File: config.mk
export PLATFORM = sky130hd
export DESIGN_NAME = gf_track_formatter
export DESIGN_NICKNAME = d
export VERILOG_FILES = /design/src/rtl/gf_track_formatter.sv
export SDC_FILE = /design/constraint.sdc
export NUM_CORES = 1
export LEC_CHECK = 0
export BUFFER_PORTS_ARGS = -buffer_cell sky130_fd_sc_hd__clkbuf_2
export CAP_MARGIN = 10
export CORE_AREA = 2 2 120 122
export CTS_BUF_LIST = sky130_fd_sc_hd__clkbuf_2 sky130_fd_sc_hd__clkbuf_4 sky130_fd_sc_hd__clkbuf_8
export DETAILED_ROUTE_END_ITERATION = 8
export DIE_AREA = 0 0 122 124
export SYNTH_ARGS = -nofsm -noshare
export SYNTH_HDL_FRONTEND = slang
export SYNTH_SLANG_ARGS = --single-unit
File: constraint.sdc
create_clock -name CLOCK -period 2.42 [get_ports CLOCK]
set_input_delay 0.242 -clock CLOCK [delete_from_list [all_inputs] [get_ports CLOCK]]
set_output_delay 0.242 -clock CLOCK [all_outputs]
set_load 0.01 [all_outputs]
File: src/rtl/gf_track_formatter.sv
`default_nettype none
// ============================================================================
//  Module   : gf_track_formatter
//  Purpose  : Serialises FWFT track records into NWORDS output words and
//             appends the end-event word with EP/EE flags. Counts tracks per
//             event, optionally drops tracks beyond MAX_TRACKS and flags the
//             drop in the MSB of the end-event word.
//  Revision : 1.0  initial release
// ============================================================================
module gf_track_formatter #(
    parameter int WIDTH      = 32,
    parameter int NWORDS     = 7,
    parameter int CNT_W      = 8,
    parameter int MAX_TRACKS = 255,
    parameter int TRUNCATE   = 1
) (
    input  logic                    CLOCK,
    input  logic                    RESET_N,
    input  logic                    TYPE_EMPTY,
    input  logic                    TYPE_DATA,
    output logic                    TYPE_RE,
    input  logic                    TRACK_EMPTY,
    input  logic [NWORDS*WIDTH-1:0] TRACK_DATA,
    output logic                    TRACK_RE,
    input  logic                    EE_EMPTY,
    input  logic [WIDTH-1:0]        EE_DATA,
    output logic                    EE_RE,
    input  logic                    OUT_FULL,
    output logic                    OUT_WE,
    output logic [WIDTH-1:0]        OUT_DATA,
    output logic                    OUT_EP,
    output logic                    OUT_EE,
    output logic [CNT_W-1:0]        TRACK_COUNT,
    output logic                    OVERFLOW
);

    localparam int               IDX_W  = $clog2(NWORDS);
    localparam logic [IDX_W-1:0] C_LAST = IDX_W'(NWORDS - 1);
    localparam logic [CNT_W-1:0] C_MAX  = CNT_W'(MAX_TRACKS);
    localparam logic [CNT_W-1:0] C_SAT  = {CNT_W{1'b1}};

    localparam logic [1:0] S_IDLE  = 2'd0;
    localparam logic [1:0] S_TRACK = 2'd1;
    localparam logic [1:0] S_ENDEV = 2'd2;
    localparam logic [1:0] S_DROP  = 2'd3;

    logic [1:0]       r_state;
    logic [1:0]       w_next;
    logic [IDX_W-1:0] r_idx;
    logic [CNT_W-1:0] r_count;
    logic             r_ovf;
    logic             w_trunc;
    logic             w_last;
    logic [WIDTH-1:0] w_word;

    // Drop decision: only when truncation is enabled and the event is full
    assign w_trunc = (TRUNCATE != 0) && (r_count >= C_MAX);
    assign w_last  = (r_idx == C_LAST);

    // Select the current track word from the flat record
    always_comb begin
        w_word = '0;
        for (int k = 0; k < NWORDS; k++) begin
            if (r_idx == IDX_W'(k)) begin
                w_word = TRACK_DATA[k*WIDTH +: WIDTH];
            end
        end
    end

    // State register; asynchronous reset abandons any partial track
    always_ff @(posedge CLOCK or negedge RESET_N) begin
        if (!RESET_N) begin
            r_state <= S_IDLE;
        end else begin
            r_state <= w_next;
        end
    end

    // Next-state decision
    always_comb begin
        w_next = r_state;
        case (r_state)
            S_IDLE: begin
                if (!TYPE_EMPTY) begin
                    if (!TYPE_DATA) begin
                        if (!TRACK_EMPTY) begin
                            w_next = w_trunc ? S_DROP : S_TRACK;
                        end
                    end else if (!EE_EMPTY) begin
                        w_next = S_ENDEV;
                    end
                end
            end
            S_TRACK: begin
                if (!OUT_FULL && w_last) begin
                    w_next = S_IDLE;
                end
            end
            S_ENDEV: begin
                if (!OUT_FULL) begin
                    w_next = S_IDLE;
                end
            end
            default: begin
                w_next = S_IDLE;
            end
        endcase
    end

    // Outputs are purely a function of state and inputs; idle lines stay at 0
    always_comb begin
        TYPE_RE  = 1'b0;
        TRACK_RE = 1'b0;
        EE_RE    = 1'b0;
        OUT_WE   = 1'b0;
        OUT_DATA = '0;
        OUT_EP   = 1'b0;
        OUT_EE   = 1'b0;
        case (r_state)
            S_TRACK: begin
                OUT_WE = !OUT_FULL;
                if (!OUT_FULL) begin
                    OUT_DATA = w_word;
                    OUT_EP   = w_last;
                    TRACK_RE = w_last;
                    TYPE_RE  = w_last;
                end
            end
            S_ENDEV: begin
                OUT_WE = !OUT_FULL;
                if (!OUT_FULL) begin
                    OUT_DATA = {EE_DATA[WIDTH-1] | r_ovf, EE_DATA[WIDTH-2:0]};
                    OUT_EP   = 1'b1;
                    OUT_EE   = 1'b1;
                    EE_RE    = 1'b1;
                    TYPE_RE  = 1'b1;
                end
            end
            S_DROP: begin
                TRACK_RE = 1'b1;
                TYPE_RE  = 1'b1;
            end
            default: begin
            end
        endcase
    end

    // Word index, per-event track counter and sticky overflow flag
    always_ff @(posedge CLOCK or negedge RESET_N) begin
        if (!RESET_N) begin
            r_idx   <= '0;
            r_count <= '0;
            r_ovf   <= 1'b0;
        end else begin
            case (r_state)
                S_IDLE: begin
                    r_idx <= '0;
                end
                S_TRACK: begin
                    if (!OUT_FULL) begin
                        if (w_last) begin
                            r_idx <= '0;
                            if (r_count != C_SAT) begin
                                r_count <= r_count + CNT_W'(1);
                            end
                        end else begin
                            r_idx <= r_idx + IDX_W'(1);
                        end
                    end
                end
                S_ENDEV: begin
                    if (!OUT_FULL) begin
                        r_count <= '0;
                        r_ovf   <= 1'b0;
                    end
                end
                default: begin
                    r_ovf <= 1'b1;
                end
            endcase
        end
    end

    assign TRACK_COUNT = r_count;
    assign OVERFLOW    = r_ovf;

endmodule
`default_nettype wire

== After elaboration in Yosys (flattened, before gate mapping) ==
Cells that the tools add are included.

* Bits in registers: 14
* Memories: 0
* Output and inout bits: 47
* Input bits: 263
* Memory bits (read-only): 0
* Bits in latches: 0
* Logic and storage cells: 74
* Memory bits (writable): 0

* $lt $le $gt $ge: 1
* Add/subtract/negate cells: 2
* Shift operators: 0
* Multiply operators: 0
* Div/mod/pow operators: 0
* Equal/unequal tests: 18
* Reductions and logical operators: 12
* Mux-type cells: 35
* Bitwise logic cells: 2

{| class="wikitable"
|+ Operators with widths
! cell !! number
|-
| 2-to-1 mux 32 bit || 9
|-
| case mux 32 bit (2 select lines) || 1
|-
| 2-to-1 mux 8 bit || 4
|-
| case mux 8 bit (2 select lines) || 1
|-
| 2-to-1 mux 2 bit || 7
|-
| != test 2 bit, second input constant || 6
|-
| AND reduction 5 bit || 2
|-
| == test 3 bit, second input constant || 3
|-
| adder 8 x 1 -> 8 bit, second input constant || 1
|-
| >= comparator 8 bit, second input constant || 1
|-
| != test 8 bit, second input constant || 1
|-
| == test 3 x 2 -> 1 bit, second input constant || 2
|-
| 2-to-1 mux 3 bit || 2
|-
| != test 3 bit, second input constant || 2
|-
| case mux 1 bit (2 select lines) || 3
|-
| case mux 2 bit (3 select lines) || 1
|-
| case mux 3 bit (2 select lines) || 1
|-
| 2-to-1 mux 1 bit || 5
|-
| == test 2 bit, second input constant || 2
|-
| AND reduction 2 bit || 2
|-
| nonzero test 2 bit || 2
|-
| OR reduction 2 bit || 2
|-
| adder 3 x 1 -> 3 bit, second input constant || 1
|-
| == test 3 x 1 -> 1 bit, second input constant || 1
|-
| other kinds (8) || 8
|}

== Longest topological paths before layout ==
* Word-level depth: 10
* Gate-level depth with buffers: 11
* Depth with buffers taken out: 6

== Worst setup path before layout ==
Ideal clock, no wire load.

* Kind: register to output
* From: reg r_idx[0]
* To: out OUT_DATA[12]
* Buffers on the path: 5
* Arrival time: 2.212 ns
* Stages on the path, launching flop included: 12
* Required time: 2.178 ns
* Slack: -0.034 ns
* Path through: dfrtp_1 > buf_6 > buf_2 > clkbuf_1 > and2_1 > ha_1 > buf_2 > clkbuf_1 > nand2_1 > a2bb2oi_1 > a22oi_1 > o21ai_1

* Cells in the longest elaborated chain, start to end: 10
* Elaborated cells between the ends (all ways): 16
* Those cells by class: 6 x eq/ne; 9 x mux; 1 x reduce/logical

{| class="wikitable"
|+ Ends and longest elaborated chain
! element !! RTL line !! RTL
|-
| from (decl) || 49 || <nowiki>logic [IDX_W-1:0] r_idx;</nowiki>
|-
| from (signal assigned) || 167 || <nowiki>r_idx <= r_idx + IDX_W'(1);</nowiki>
|-
| zero test 3 bit || 64 || <nowiki>if (r_idx == IDX_W'(k)) begin</nowiki>
|-
| 2-to-1 mux 32 bit (6 in series) || 64 ||
|-
| 2-to-1 mux 32 bit (*) || 64 ||
|-
| 2-to-1 mux 32 bit (*) || 122 || <nowiki>if (!OUT_FULL) begin</nowiki>
|-
| case mux 32 bit (2 select lines) (*) || 119 || <nowiki>case (r_state)</nowiki>
|-
| to (decl) || 30 || <nowiki>output logic [WIDTH-1:0] OUT_DATA,</nowiki>
|}

Mark *: on every way between the ends. The rest lies on a longest branch, timed or not.

== Final worst setup path ==
* From: reg r_idx[1]
* To: out OUT_DATA[31]

Same word-level chain as after synthesis.

==> metrics.cfg <==
[worst_setup_path]
max_stage_delay_ns=0.46
r2r_slack_ns=0.46
crit_path_start=r_idx[1]
cp-start-kind=register
r2r_start=r_idx[0]
cp_top_family=buffers and inverters
crit_end=OUT_DATA[31]
end_kind=output pin
required_ns=2.18
cp.buffers_inverters=3
crit_cells=7
crit_chain=buf_4 > buf_16 > mux2_2 > o221ai_1 > o31a_1 > o21ai_0 > clkbuf_2
worst_path_max_delay_cell=dfrtp_4
criticalPathCategory=register to output pin
critPathArrivalTime_ns=2.07
rr_endpoint=TRACK_COUNT[0]
worstRegToRegCells=6
path_max_fanout=42

[die]
core_area_um2=13720
die_w_um=122
io_pins=310
dieArea_um2=15130
num_rows=43
initial_core_util=0.2638
die_y_um=124

[synthesis]
ys.flop_type=dfrtp_1
synth_top_area_share=0.09955
syn-num-nets=790
async_flop_share=1.000
yosys-top-cells-area=mux2i_1, dfrtp_1, o21ai_0
ys_types=48
ys_ff_latch=14
yosysTopAreaCell=mux2i_1
syn_inst=521
synth_edf_count=0
syn_area_um2=3620
ys_seq_area_frac=0.09679
yosys_warnings=0
postSynthAreaPerCell_um2=6.948

[detailed_routing]
drtIter0Drc=285
drt_wl_total_mm=17.07
via_per_inst=5.249
drtAntennaViolNets=0
post_drt_wl_per_cell_um=17.29
dr.pass1.iters=6
vias=5181
drcViolationCount=0

[placed_design]
routabilityCongestion=0.8565
port_buffers=309
dp_hpwl_mm=13.53
post-place-cells=977
place_area_um2=5386

[global_route]
grt_usage=0.2048
grt_first_pass_wirelength_mm=24.72
antenna_found_initial=0
grt_max_degree=43
grt-ovfl-total=0
grt_pass1_vias=4823

[layout]
layout-drive-gt1-share=0.4461
final_common_cell=clkbuf_2
diodes=0
area_delta_synth_final_pct=53.51
final_area_um2=5557
fin_cells=987
mostFrequentLayoutCells=clkbuf_2, o21ai_0, nand2_1
fin_nets=1077

[run_status]
status=finished clean

[clock_network]
cts_sinks=14
path_clk_slew_ns=0.06
root_buffer=clkbuf_8
clock_latency_ns=0.25
tritoncts=done
h-tree-depth=1
clk_path_buf_depth=2
cts_buffers=3

[timing]
rsz0062_at_grt=false
skew_ns=0.002079
relSlewSlack=0.5634
worst_slew_pin_slew_ns=0.6520
setup_viol=0
slew_viol_final=0
max_freq_mhz=432.0
hold_slack_ns=0.3014
post-route-period-util=0.9564
fin_crit_ns=2.315
setup_tns_ns=0
hold_violations=0

[pwr]
ir_worst_vdd_mv=0.4641
leakagePower_uw=0.002541
power_uw=2948
powerDensity_nw_per_um2=530.5

[run]
maxCapViolCount=0

[hold_path]
hold_path_class=input port to register
min_path_cells=3

==> Yosys cell counts, types with 2 or more instances <==
library cell,instances
o31ai_1,2
and2_1,3
buf_4,6
nand3b_1,5
nor2b_1,9
buf_2,17
o2bb2ai_1,30
a211o_1,2
nor3b_1,30
a2bb2oi_1,31
dfrtp_1,14
inv_1,6
o21ai_1,31
mux2_2,6
buf_1,3
o211ai_1,2
o21ai_0,69
clkbuf_1,30
ha_1,6
a22oi_1,30
nand2b_1,6
a21boi_0,30
a21oi_1,8
nor3_1,4
nor2_1,11
mux2i_1,36
nand3_1,8
or3b_1,2
nand2_1,65
==> timing repair <==
action                                  4_1_cts  5_1_grt
pin swaps                                     0        5
endpoints found under the setup margin       16       29
hold buffers                                  1        0
cloned                                        1        0
resized for setup                             3       11
hold endpoints to repair                     14        0
buffers inserted                              4        0
==> report_power, final <==
group	internal [uW]	switching, uW
clock	128	86.7
combinational	1070	1280
sequential	303	78.1
==> cell families (layout without fill, tap and decap cells) <==
family / Yosys count / in the layout / share of synthesized area
buf+inv: 63 / 349 / 0.07950
fa+ha+maj: 6 / 6 / 0.02074
compound gates: 247 / 247 / 0.4673
flops: 14 / 14 / 0.09679
simple gates: 149 / 149 / 0.2174
mux: 42 / 42 / 0.1182
==> tightest hold or removal path, delay by kind of cell <==
kind | cells | cell delay, ns
buffers and inverters | 1 | 0.11
multiplexers | 1 | 0.06
AND/OR/NAND/NOR | 1 | 0.10
==> layer usage <==
layer / share of wire / GRT usage / vias to the layer above
li1: - / - / 2559
met1: 0.41 / 0.2581 / 2397
met2: 0.50 / 0.3624 / 197
met3: 0.074 / 0.03434 / 28
met4: 0.017 / 0.05172 / 0
met5: 0 / 0 / -
==> per-stage QoR <==
step                  util  worst slack (ns)
floorplan                -           0.01179
global placement    0.3926            0.2179
detailed placement  0.3926            0.1942
CTS                 0.4026           0.03834
global route        0.4050         0.0001192
finish              0.4050            0.1054
==> final cells by class <==
cell class / count / area, um2
fill: 1485 / 8163
multi-input combinational: 444 / 3013
timing repair buffer: 339 / 1892
clock buffer: 4 / 48.80
sequential: 14 / 355.3
inverter: 6 / 22.52
tap: 180 / 225.2
==> worst min path at each step <==
| stage | end | slack (ns) | startpoint |
|---|---|---|---|
| detailed placement | TRACK_COUNT[3] | 0.18 | RESET_N |
| CTS | r_state[0] | 0.30 | TYPE_DATA |
| finish | r_state[0] | 0.30 | TYPE_DATA |
| global placement | TRACK_COUNT[7] | 0.17 | RESET_N |
| global route | r_state[0] | 0.33 | TYPE_DATA |
| floorplan | OVERFLOW | -0.05 | RESET_N |
==> registers in the layout, summed over array words and instances (netlist names) <==
signal       count
r_idx            3
r_state          2
OVERFLOW         1
TRACK_COUNT      8
Note: power is estimated with default switching activity, not from simulation.
